File: src/rtl/r_rob_pkg.sv
// +----------------------------------------------------------------------------+
// | Module      : r_rob_pkg                                                    |
// | Description : Shared constants and types for the R-channel reorder path.   |
// |               Holds the default configuration, the {row,col} UID width     |
// |               derivation, the UID type and the R payload record.           |
// | Revision    : 1.0 - initial release                                        |
// +----------------------------------------------------------------------------+
`default_nettype none

package r_rob_pkg;

  // Default configuration of the reorder path.
  localparam int DEF_ID_WIDTH        = 4;
  localparam int DEF_DATA_WIDTH      = 64;
  localparam int DEF_RESP_WIDTH      = 2;
  localparam int DEF_TAG_WIDTH       = 4;
  localparam int DEF_MAX_OUTSTANDING = 16;
  localparam int DEF_NUM_ROWS        = DEF_MAX_OUTSTANDING;
  localparam int DEF_NUM_COLS        = DEF_MAX_OUTSTANDING;

  // A UID is {row,col}: the row is the ORIGINAL-ID row, the column is the
  // position of the response inside that row.
  localparam int ROW_W = $clog2(DEF_NUM_ROWS);
  localparam int COL_W = $clog2(DEF_NUM_COLS);
  localparam int UID_W = ROW_W + COL_W;

  typedef logic [UID_W-1:0] uid_t;

  typedef struct packed {
    logic [DEF_ID_WIDTH-1:0]   id;
    logic [DEF_DATA_WIDTH-1:0] data;
    logic [DEF_RESP_WIDTH-1:0] resp;
    logic                      last;
    logic [DEF_TAG_WIDTH-1:0]  tagid;
  } r_payload_t;

  // Width needed to hold an occupancy value in the range 0..depth.
  function automatic int occ_width(input int depth);
    return $clog2(depth + 1);
  endfunction

endpackage

`default_nettype wire

File: src/rtl/r_wm_free_slot_finder.sv
// +----------------------------------------------------------------------------+
// | Module      : r_wm_free_slot_finder                                        |
// | Description : Lowest-index-zero priority encoder. Returns the index of the |
// |               lowest entry whose valid bit is clear and flags whether any  |
// |               such entry exists.                                           |
// | Ports       : valid    in  DEPTH  per-entry occupied bits                  |
// |               free_idx out IDX_W  lowest free index (0 when none free)     |
// |               any_free out 1      at least one entry is free               |
// | Revision    : 1.0 - initial release                                        |
// +----------------------------------------------------------------------------+
`default_nettype none

module r_wm_free_slot_finder #(
  parameter int DEPTH = 16,
  parameter int IDX_W = (DEPTH > 1) ? $clog2(DEPTH) : 1
) (
  input  logic [DEPTH-1:0] valid,
  output logic [IDX_W-1:0] free_idx,
  output logic             any_free
);

  // Scanning from the top down lets the lowest free index win the last
  // assignment.
  always_comb begin
    free_idx = '0;
    any_free = 1'b0;
    for (int i = DEPTH - 1; i >= 0; i--) begin
      if (!valid[i]) begin
        free_idx = IDX_W'(i);
        any_free = 1'b1;
      end
    end
  end

endmodule

`default_nettype wire

File: src/rtl/r_response_waiting_memory.sv
// +----------------------------------------------------------------------------+
// | Module      : r_response_waiting_memory                                    |
// | Description : Fully associative, UID-addressed holding store for read      |
// |               responses that arrived ahead of their turn in their          |
// |               ORIGINAL-ID row. Writes land in the lowest free entry one    |
// |               cycle later; releases look up the UID combinationally and    |
// |               free the matching entry at the clock edge.                   |
// | Ports       : clk, rst (async, active-high)                                |
// |               wr_en/wr_uid/wr_id/wr_data/wr_resp/wr_last/wr_tagid  store    |
// |               rel_en/rel_uid                                  release req  |
// |               rel_hit/rel_id/rel_data/rel_resp/rel_last/rel_tagid release  |
// |               full, empty, count, peak_count                 occupancy     |
// |               err_dup, err_miss, err_overflow                sticky errors |
// | Config      : R_WM_ERR_CHECK_EN - enables duplicate-UID rejection and the  |
// |               sticky error flags; when undefined the flags read 0.         |
// | Revision    : 1.0 - initial release                                        |
// +----------------------------------------------------------------------------+
`default_nettype none

module r_response_waiting_memory
  import r_rob_pkg::*;
#(
  parameter int ID_WIDTH        = DEF_ID_WIDTH,
  parameter int DATA_WIDTH      = DEF_DATA_WIDTH,
  parameter int RESP_WIDTH      = DEF_RESP_WIDTH,
  parameter int TAG_WIDTH       = DEF_TAG_WIDTH,
  parameter int MAX_OUTSTANDING = DEF_MAX_OUTSTANDING,
  parameter int NUM_ROWS        = MAX_OUTSTANDING,
  parameter int NUM_COLS        = MAX_OUTSTANDING,
  parameter int ROW_W_P         = $clog2(NUM_ROWS),
  parameter int COL_W_P         = $clog2(NUM_COLS),
  parameter int UID_W_P         = ROW_W_P + COL_W_P,
  parameter int CNT_W           = occ_width(MAX_OUTSTANDING)
) (
  input  logic                  clk,
  input  logic                  rst,
  // store side
  input  logic                  wr_en,
  input  logic [UID_W_P-1:0]    wr_uid,
  input  logic [ID_WIDTH-1:0]   wr_id,
  input  logic [DATA_WIDTH-1:0] wr_data,
  input  logic [RESP_WIDTH-1:0] wr_resp,
  input  logic                  wr_last,
  input  logic [TAG_WIDTH-1:0]  wr_tagid,
  // release side
  input  logic                  rel_en,
  input  logic [UID_W_P-1:0]    rel_uid,
  output logic                  rel_hit,
  output logic [ID_WIDTH-1:0]   rel_id,
  output logic [DATA_WIDTH-1:0] rel_data,
  output logic [RESP_WIDTH-1:0] rel_resp,
  output logic                  rel_last,
  output logic [TAG_WIDTH-1:0]  rel_tagid,
  // occupancy and status
  output logic                  full,
  output logic                  empty,
  output logic [CNT_W-1:0]      count,
  output logic [CNT_W-1:0]      peak_count,
  output logic                  err_dup,
  output logic                  err_miss,
  output logic                  err_overflow
);

  localparam int DEPTH = MAX_OUTSTANDING;
  localparam int IDX_W = (DEPTH > 1) ? $clog2(DEPTH) : 1;
  localparam logic [CNT_W-1:0] C_DEPTH = CNT_W'(DEPTH);

  typedef struct packed {
    logic [ID_WIDTH-1:0]   id;
    logic [DATA_WIDTH-1:0] data;
    logic [RESP_WIDTH-1:0] resp;
    logic                  last;
    logic [TAG_WIDTH-1:0]  tagid;
  } payload_t;

  // Storage. Only the valid bits need a reset; uid/payload are qualified by
  // valid everywhere they are read.
  logic [DEPTH-1:0]   r_valid;
  logic [UID_W_P-1:0] r_uid     [DEPTH];
  payload_t           r_payload [DEPTH];

  logic [CNT_W-1:0]   r_count;
  logic [CNT_W-1:0]   r_peak;
  logic               r_full;
  logic               r_empty;

  logic [DEPTH-1:0]   w_match;
  logic [IDX_W-1:0]   w_hit_idx;
  logic               w_any_match;
  logic [IDX_W-1:0]   w_free_idx;
  logic               w_any_free;
  logic               w_dup;
  logic               w_wr_accept;
  logic [CNT_W-1:0]   w_count_next;
  payload_t           w_wr_payload;
  payload_t           w_rel_payload;

  // --------------------------------------------------------------------------
  // Release lookup: compare rel_uid against every valid entry.
  // --------------------------------------------------------------------------
  for (genvar g = 0; g < DEPTH; g++) begin : g_match
    assign w_match[g] = rel_en && r_valid[g] && (r_uid[g] == rel_uid);
  end

  // With duplicates allowed, more than one entry can match; the lowest index
  // wins so release order follows write order into the free-slot search.
  always_comb begin
    w_hit_idx   = '0;
    w_any_match = 1'b0;
    for (int i = DEPTH - 1; i >= 0; i--) begin
      if (w_match[i]) begin
        w_hit_idx   = IDX_W'(i);
        w_any_match = 1'b1;
      end
    end
  end

  assign rel_hit       = w_any_match;
  assign w_rel_payload = w_any_match ? r_payload[w_hit_idx] : '0;
  assign rel_id        = w_rel_payload.id;
  assign rel_data      = w_rel_payload.data;
  assign rel_resp      = w_rel_payload.resp;
  assign rel_last      = w_rel_payload.last;
  assign rel_tagid     = w_rel_payload.tagid;

  // --------------------------------------------------------------------------
  // Write side. The free-slot search sees only pre-edge valid bits, so a
  // slot being released in this cycle is never reused in the same cycle.
  // --------------------------------------------------------------------------
  r_wm_free_slot_finder #(
    .DEPTH (DEPTH),
    .IDX_W (IDX_W)
  ) u_free_slot_finder (
    .valid    (r_valid),
    .free_idx (w_free_idx),
    .any_free (w_any_free)
  );

`ifdef R_WM_ERR_CHECK_EN
  // Any valid entry counts, including one being released this cycle.
  always_comb begin
    w_dup = 1'b0;
    for (int i = 0; i < DEPTH; i++) begin
      if (r_valid[i] && (r_uid[i] == wr_uid)) begin
        w_dup = 1'b1;
      end
    end
  end
`else
  assign w_dup = 1'b0;
`endif

  assign w_wr_accept  = wr_en && !r_full && w_any_free && !w_dup;

  assign w_wr_payload = '{id:    wr_id,
                          data:  wr_data,
                          resp:  wr_resp,
                          last:  wr_last,
                          tagid: wr_tagid};

  assign w_count_next = r_count + CNT_W'(w_wr_accept) - CNT_W'(w_any_match);

  // --------------------------------------------------------------------------
  // State update. A write and a release never target the same entry: the
  // write goes to an invalid slot, the release clears a valid one.
  // --------------------------------------------------------------------------
  always_ff @(posedge clk or posedge rst) begin
    if (rst) begin
      r_valid <= '0;
      r_count <= '0;
      r_peak  <= '0;
      r_full  <= 1'b0;
      r_empty <= 1'b1;
    end else begin
      if (w_wr_accept) begin
        r_valid[w_free_idx] <= 1'b1;
      end
      if (w_any_match) begin
        r_valid[w_hit_idx] <= 1'b0;
      end
      r_count <= w_count_next;
      r_full  <= (w_count_next == C_DEPTH);
      r_empty <= (w_count_next == '0);
      if (w_count_next > r_peak) begin
        r_peak <= w_count_next;
      end
    end
  end

  always_ff @(posedge clk) begin
    if (w_wr_accept) begin
      r_uid[w_free_idx]     <= wr_uid;
      r_payload[w_free_idx] <= w_wr_payload;
    end
  end

  assign count      = r_count;
  assign peak_count = r_peak;
  assign full       = r_full;
  assign empty      = r_empty;

  // --------------------------------------------------------------------------
  // Sticky protocol error flags.
  // --------------------------------------------------------------------------
`ifdef R_WM_ERR_CHECK_EN
  logic r_err_dup;
  logic r_err_miss;
  logic r_err_overflow;

  always_ff @(posedge clk or posedge rst) begin
    if (rst) begin
      r_err_dup      <= 1'b0;
      r_err_miss     <= 1'b0;
      r_err_overflow <= 1'b0;
    end else begin
      if (wr_en && w_dup) begin
        r_err_dup <= 1'b1;
      end
      if (rel_en && !w_any_match) begin
        r_err_miss <= 1'b1;
      end
      if (wr_en && r_full) begin
        r_err_overflow <= 1'b1;
      end
    end
  end

  assign err_dup      = r_err_dup;
  assign err_miss     = r_err_miss;
  assign err_overflow = r_err_overflow;
`else
  assign err_dup      = 1'b0;
  assign err_miss     = 1'b0;
  assign err_overflow = 1'b0;
`endif

endmodule

`default_nettype wire

File: config.mk
export PLATFORM = sky130hd
export DESIGN_NAME = r_response_waiting_memory
export DESIGN_NICKNAME = d
export VERILOG_FILES = /design/src/rtl/r_rob_pkg.sv /design/src/rtl/r_wm_free_slot_finder.sv /design/src/rtl/r_response_waiting_memory.sv
export SDC_FILE = /design/constraint.sdc
export NUM_CORES = 2
export LEC_CHECK = 0
export CAP_MARGIN = 10
export CORE_ASPECT_RATIO = 1.25
export CORE_MARGIN = 2
export CORE_UTILIZATION = 42
export CTS_BUF_LIST = sky130_fd_sc_hd__clkbuf_2
export DETAILED_ROUTE_END_ITERATION = 7
export GPL_TIMING_DRIVEN = 0
export HOLD_SLACK_MARGIN = 0.06
export SETUP_SLACK_MARGIN = 0.4
export SLEW_MARGIN = 10
export SYNTH_ARGS = -nofsm -noshare
export SYNTH_HDL_FRONTEND = slang
export SYNTH_SLANG_ARGS = --single-unit
File: constraint.sdc
create_clock -name clk -period 19.3 [get_ports clk]
set_input_delay 2.895 -clock clk [delete_from_list [all_inputs] [get_ports clk]]
set_output_delay 2.895 -clock clk [all_outputs]
set_load 0.02 [all_outputs]
[Word-level counts from Yosys, hierarchy flattened]
Memories as Yosys holds them, arrays and structs flattened.
Index checks and enable logic that the tools add are counted.
Word-level totals
  register bits after elaboration: 28
  output and inout port bits: 91
  bits of input ports: 95
  memories kept: 2
  memory bits (writable): 1328
  word-level logic and storage cells: 145
Cells by class
  $lt $le $gt $ge: 5
  add/subtract/negate cells: 2
  equality and inequality tests: 17
  bitwise gates (word level): 3
  muxes and demuxes: 73
  reductions and logical operators: 38
Memories
  r_payload: words 16, bits a word 75, rd ports 1, clocked after Yosys merged registers in 0, wr ports 1, line r_response_waiting_memory.sv:80  | payload_t r_payload [DEPTH];
  r_uid: words 16, bits a word 8, rd ports 16, clocked after Yosys merged registers in 0, wr ports 1, line r_response_waiting_memory.sv:79  | logic [UID_W_P-1:0] r_uid [DEPTH];
Operators with widths (count)
  8-bit == test: 16
  4-bit two-way mux: 32
  75-bit two-way mux: 1
  1-bit logical AND: 36
  1-bit two-way mux: 36
  16-bit two-way mux: 2
  16-bit bitwise AND: 1
  16-bit NOT: 1
  16-bit OR: 1
  4-bit by 5-bit less-than comparator with 1-bit output (second input constant): 2
  1-bit demux with 4-bit select: 2
  4-bit by 1-bit >= comparator with 1-bit output (second input constant): 2
  5-bit by 1-bit adder with 5-bit output: 1
  5-bit == test (second input constant): 1
  5-bit > comparator: 1
  5-bit zero test: 1
  5-bit by 1-bit subtractor with 5-bit output: 1
  1-bit zero test: 1

[Depth between registers and ports, before layout]
An unclocked memory read counts as a cell.
  depth after elaboration: 26
  depth in mapped cells: 24
  depth with buffers taken out: 19

[Hierarchy]
Synthesis repeated with hierarchy kept, for this count alone.
Unflattened totals
  cell total of the unflattened synthesis: 3418
  area, all modules: 53327.4 um2
By module, submodules not included
  r_response_waiting_memory: cells each 3384, sequential area each 40580.2 um2, times used 1, area an instance 53161.0 um2
  r_wm_free_slot_finder: cells each 34, sequential area each 0.0 um2, times used 1, area an instance 166.4 um2

[Worst setup path before layout]
No wires, ideal clock.
  path kind: in2reg
  from: input wr_en
  to: memory r_payload[1][0] in the netlist's numbering, enable pin
  arrival: 8.676 ns
  path buffers: 0
  path slack: 9.995 ns
  cell stages on the path: 2
  required time: 18.671 ns
  setup time: 0.629 ns
  cell sequence: nand2b_1 > nor3_1
On the way
  cells in the longest elaborated chain, start to end: 4
Ends and longest elaborated chain
  start: declaration: line r_response_waiting_memory.sv:38  | input logic wr_en,
  1-bit logical AND (2 in a row): line r_response_waiting_memory.sv:153  | assign w_wr_accept = wr_en && !r_full && w_any_free && !w_dup;
  1-bit two-way mux: line r_response_waiting_memory.sv:191  | if (w_wr_accept) begin
  1-bit two-way mux (implied by the code): line r_response_waiting_memory.sv:193  | r_payload[w_free_idx] <= w_wr_payload;
  end: declaration: line r_response_waiting_memory.sv:80
Every way passes these cells.

[Worst setup path after layout]
  from: input rel_en
  to: output rel_data[18]
On the way
  cells in the longest elaborated chain, start to end: 20
  elaborated cells on any way between the ends: 66
  those cells by class: mux (33); reduce/logical (32); memory (1)
Ends and longest elaborated chain
  start: declaration: line r_response_waiting_memory.sv:46  | input logic rel_en,
  1-bit logical AND (2 in a row): line r_response_waiting_memory.sv:102  | assign w_match[g] = rel_en && r_valid[g] && (r_uid[g] == rel_uid);
  4-bit two-way mux (16 in a row): line r_response_waiting_memory.sv:111  | if (w_match[i]) begin
  memory 16 x 75 bit
  75-bit two-way mux *: line r_response_waiting_memory.sv:119  | assign w_rel_payload = w_any_match ? r_payload[w_hit_idx] : '0;
  end: declaration: line r_response_waiting_memory.sv:50  | output logic [DATA_WIDTH-1:0] rel_data,
Mark *: on every way between the ends. The rest lies on a longest branch, timed or not.

==> flow_summary.json <==
{
  "status": "finished, final reports clean",
  "crit_path_end_kind": "output pin",
  "synth_top_area_cell": "edfxtp_1",
  "required_ns": 16.41,
  "dieHeight_um": 401,
  "min_period_over_period_pct": 59.2,
  "setup_viol": 0,
  "routed_wl_um": 163000,
  "cts_buffers": 339,
  "reg2regPathDepth": 18,
  "final_layout_size_suffix_gt1_share_pct": 15.6,
  "grt_start_max_net_pins": 29,
  "async_flop_share_pct": 2.06,
  "drv_cap": 0,
  "via_per_inst": 5.64,
  "cts_tree": "yes",
  "slowest_delay_ns": 1.00,
  "synth-edff-count": 1328,
  "reg2reg_to": "peak_count[0]$_DFFE_PP0N_",
  "drt-pass1-iter-count": 6,
  "ys.flop_type": "edfxtp_1",
  "fmax_mhz": 87.5,
  "synth_area_leaders": "edfxtp_1 (75%), nand2_1 (4.4%), nand3_1 (2.7%)",
  "insertion_delay_ns": 1.69,
  "start_util_pct": 42.3,
  "yosys_warnings": 0,
  "antenna_left": 0,
  "hold_violations": 0,
  "cellPowerDensity_nw_per_um2": 114,
  "rr_startpoint": "r_valid[1]$_DFF_PP0_",
  "fp-row-count": 145,
  "fin_util_pct": 48.9,
  "worst-setup-path-type": "in -> out",
  "ios": 186,
  "cp-start-kind": "primary input",
  "place_congestion": 0.828,
  "hp-start": "peak_count[0]$_DFFE_PP0N_",
  "clkTransAtPathRegs_ns": 0.09,
  "synth-seq-cells": 1356,
  "ff2ff_setup_slack_ns": 11.79,
  "worst_pin_slew_ns": 1.41,
  "dieArea_um2": 129000,
  "postSynthAreaPerCell_um2": 14.4,
  "synthCells": 3663,
  "post_cts_buffers": 0,
  "cts_resized": 0,
  "finClkSkew_ns": 0.128,
  "path_cells": "clkdlybuf4s50_1 > clkbuf_1 > and3_1 > nand3_1 > nand4_1 > nor4_4 > clkinv_1 > buf_2 > clkbuf_1 > o221ai_1 > nor4_1 > clkdlybuf4s50_1",
  "period_minus_slack_ns": 11.42,
  "min_path_cells": 1,
  "nNetsFinal": 4362,
  "synthToLayoutAreaGrowth_pct": 15.5,
  "clockRootBuffer": "clkbuf_2",
  "hp-class": "reg -> reg",
  "syn-cell-area_um2": 52900,
  "synth_seq_area_share_pct": 76.7,
  "dp_cells": 5531,
  "first_global_vias": 34500,
  "fp.dieW_um": 321,
  "vias": 34400,
  "holdPathEnd": "peak_count[0]$_DFFE_PP0N_",
  "synth_cell_types": 70,
  "final_cells": 6104,
  "h-tree-depth": 5,
  "grt.overflow.total": 0,
  "holdBufCountCts": 0,
  "rsz0062_at_grt": "false",
  "vdd_drop_max_mv": 0.0693,
  "cts.sinks": 1356,
  "relSlewSlack_pct": 6.29,
  "leakage_nw": 20.6,
  "yosysTopAreaCellShare_pct": 75.4,
  "worstPathMaxFanout": 10,
  "clockBufferDepth": 4,
  "setup_tns_ns": 0,
  "antenna_found_initial": 21,
  "cp_slowest_cell": "nor4_1",
  "finalMaxSlewViolations": 0,
  "port_buffers": 174,
  "groute.usage.overall_pct": 24.9,
  "core_area_um2": 125000,
  "dp_hpwl_um": 109000,
  "cp.arrival_ns": 8.53,
  "drt_iter0_drc": 3443,
  "wl_per_cell_um": 26.7,
  "route.detailed.drc": 0,
  "grt_pass1_wl_um": 231000
}
==> layout make-up <==
type                    instances  area [um2]
inverters                      18        67.6
diodes                         11        27.5
plain buffers                 218        1100
well taps                    1617        2020
flip-flops and latches       1356       40600
multi-input cells            2073       11300
fillers                     10800       63900
repair buffers                250        3220
clock buffers                 486        2430
clock inverters                75         355
==> registers in the layout, indices dropped and copies added, names as in the netlist <==
register	count
r_valid	16
count	5
r_uid	128
full	1
r_payload	1200
peak_count	5
empty	1
==> worst max path at each step <==
stage,from,to,depth (start not counted)
3_3_place_gp,wr_en,r_payload[1][22]$_DFFE_PP_,3
2_1_floorplan,wr_en,r_payload[1][0]$_DFFE_PP_,2
6_report,rel_en,rel_data[18],12
3_5_place_dp,rel_uid[1],rel_data[18],13
4_1_cts,rel_uid[1],rel_data[18],13
5_1_grt,rel_uid[1],rel_data[18],13
==> report_power, final <==
group / internal [mW] / switching (mW)
registers: 3.81 / 0.140
clock network: 0.692 / 1.12
logic: 0.382 / 0.817
==> layer usage <==
metal	share of wire [%]	up-vias	global-route usage, %	wire, um
li1	-	15200	-	-
met1	38	17100	30.5	61600
met2	50	1704	42.4	81900
met3	8.5	347	5.81	13900
met4	3.5	16	10.4	5680
met5	0.052	-	0	85
==> Yosys cell counts, drive strengths merged, types with 2 or more instances <==
master / instances
a21o: 4
a2bb2oi: 10
edfxtp: 1328
nand3b: 2
nor3: 48
buf: 101
a32o: 12
and2: 3
or3: 2
nand2b: 9
nand4: 52
o2111ai: 4
or2: 2
o22ai: 140
dfrtp: 27
mux2: 7
a32oi: 9
a22o: 2
a22oi: 3
o211ai: 16
a21oi: 19
xor2: 92
xnor2: 40
mux2i: 29
nand2: 614
nor2: 289
o21ai: 127
o211a: 2
or4: 2
ha: 10
a211oi: 10
a21boi: 6
nand3: 286
clkbuf: 117
o22a: 6
inv: 17
nor4b: 2
and3: 29
a31oi: 45
nor2b: 6
o21a: 4
nor4: 32
o221ai: 84
==> stage by stage <==
stage / power, mW / instance area (um2) / setup slack (ns) / hold slack [ns]
2_1_floorplan: 4.61 / 52900 / 9.99 / 0.513
5_1_grt: 7.26 / 61100 / 7.69 / 0.617
4_1_cts: 6.99 / 61100 / 7.93 / 0.580
3_5_place_dp: 5.21 / 58300 / 7.97 / 0.563
3_3_place_gp: 5.15 / 56700 / 2.72 / 0.551
6_report: 6.96 / 61100 / 7.88 / 0.575
==> layout by cell type (no fill, tap or decap), types with 11 or more instances in the layout <==
| cell | netlist | layout |
|---|---|---|
| nor4_1 | 28 | 28 |
| a31oi_1 | 44 | 44 |
| dfrtp_1 | 27 | 27 |
| clkbuf_1 | 117 | 117 |
| buf_4 | 10 | 15 |
| buf_1 | 20 | 20 |
| nor2_4 | 0 | 15 |
| and3_1 | 29 | 29 |
| buf_2 | 46 | 47 |
| mux2i_1 | 29 | 29 |
| buf_12 | 0 | 49 |
| nor2_1 | 289 | 274 |
| nand3_1 | 285 | 285 |
| xor2_1 | 92 | 92 |
| xnor2_1 | 40 | 40 |
| clkinv_1 | 1 | 61 |
| clkbuf_2 | 0 | 486 |
| a32o_1 | 12 | 12 |
| buf_16 | 0 | 13 |
| inv_1 | 17 | 17 |
| o22ai_1 | 140 | 140 |
| edfxtp_1 | 1328 | 1328 |
| o211ai_1 | 16 | 16 |
| nand4_1 | 52 | 52 |
| clkdlybuf4s50_1 | 0 | 174 |
| diode_2 | 0 | 11 |
| a21oi_1 | 19 | 18 |
| o21ai_0 | 79 | 79 |
| nor3_1 | 45 | 44 |
| o21ai_1 | 48 | 47 |
| buf_6 | 25 | 31 |
| o221ai_1 | 84 | 84 |
| nand2_1 | 614 | 614 |
==> kinds of logic (layout without fill, tap and decap cells) <==
group	Yosys count	count (layout)	synth area share, %
flip-flops	1356	1356	76.7
multiplexers	36	36	0.698
other	1	14	0.00709
AO/OA/AOI/OAI	510	510	6.50
AND/OR/NAND/NOR	1381	1381	11.4
XOR/XNOR	132	132	2.19
adder cells (fa/ha/maj)	11	11	0.274
buffers and inverters	236	1047	2.21
==> critical path, delay by kind of cell <==
family          cells  cell delay, ns
compound gates      1            0.34
buf+inv             6            3.10
simple gates        5            2.18
No activity file was read; power rests on OpenSTA's default activity.
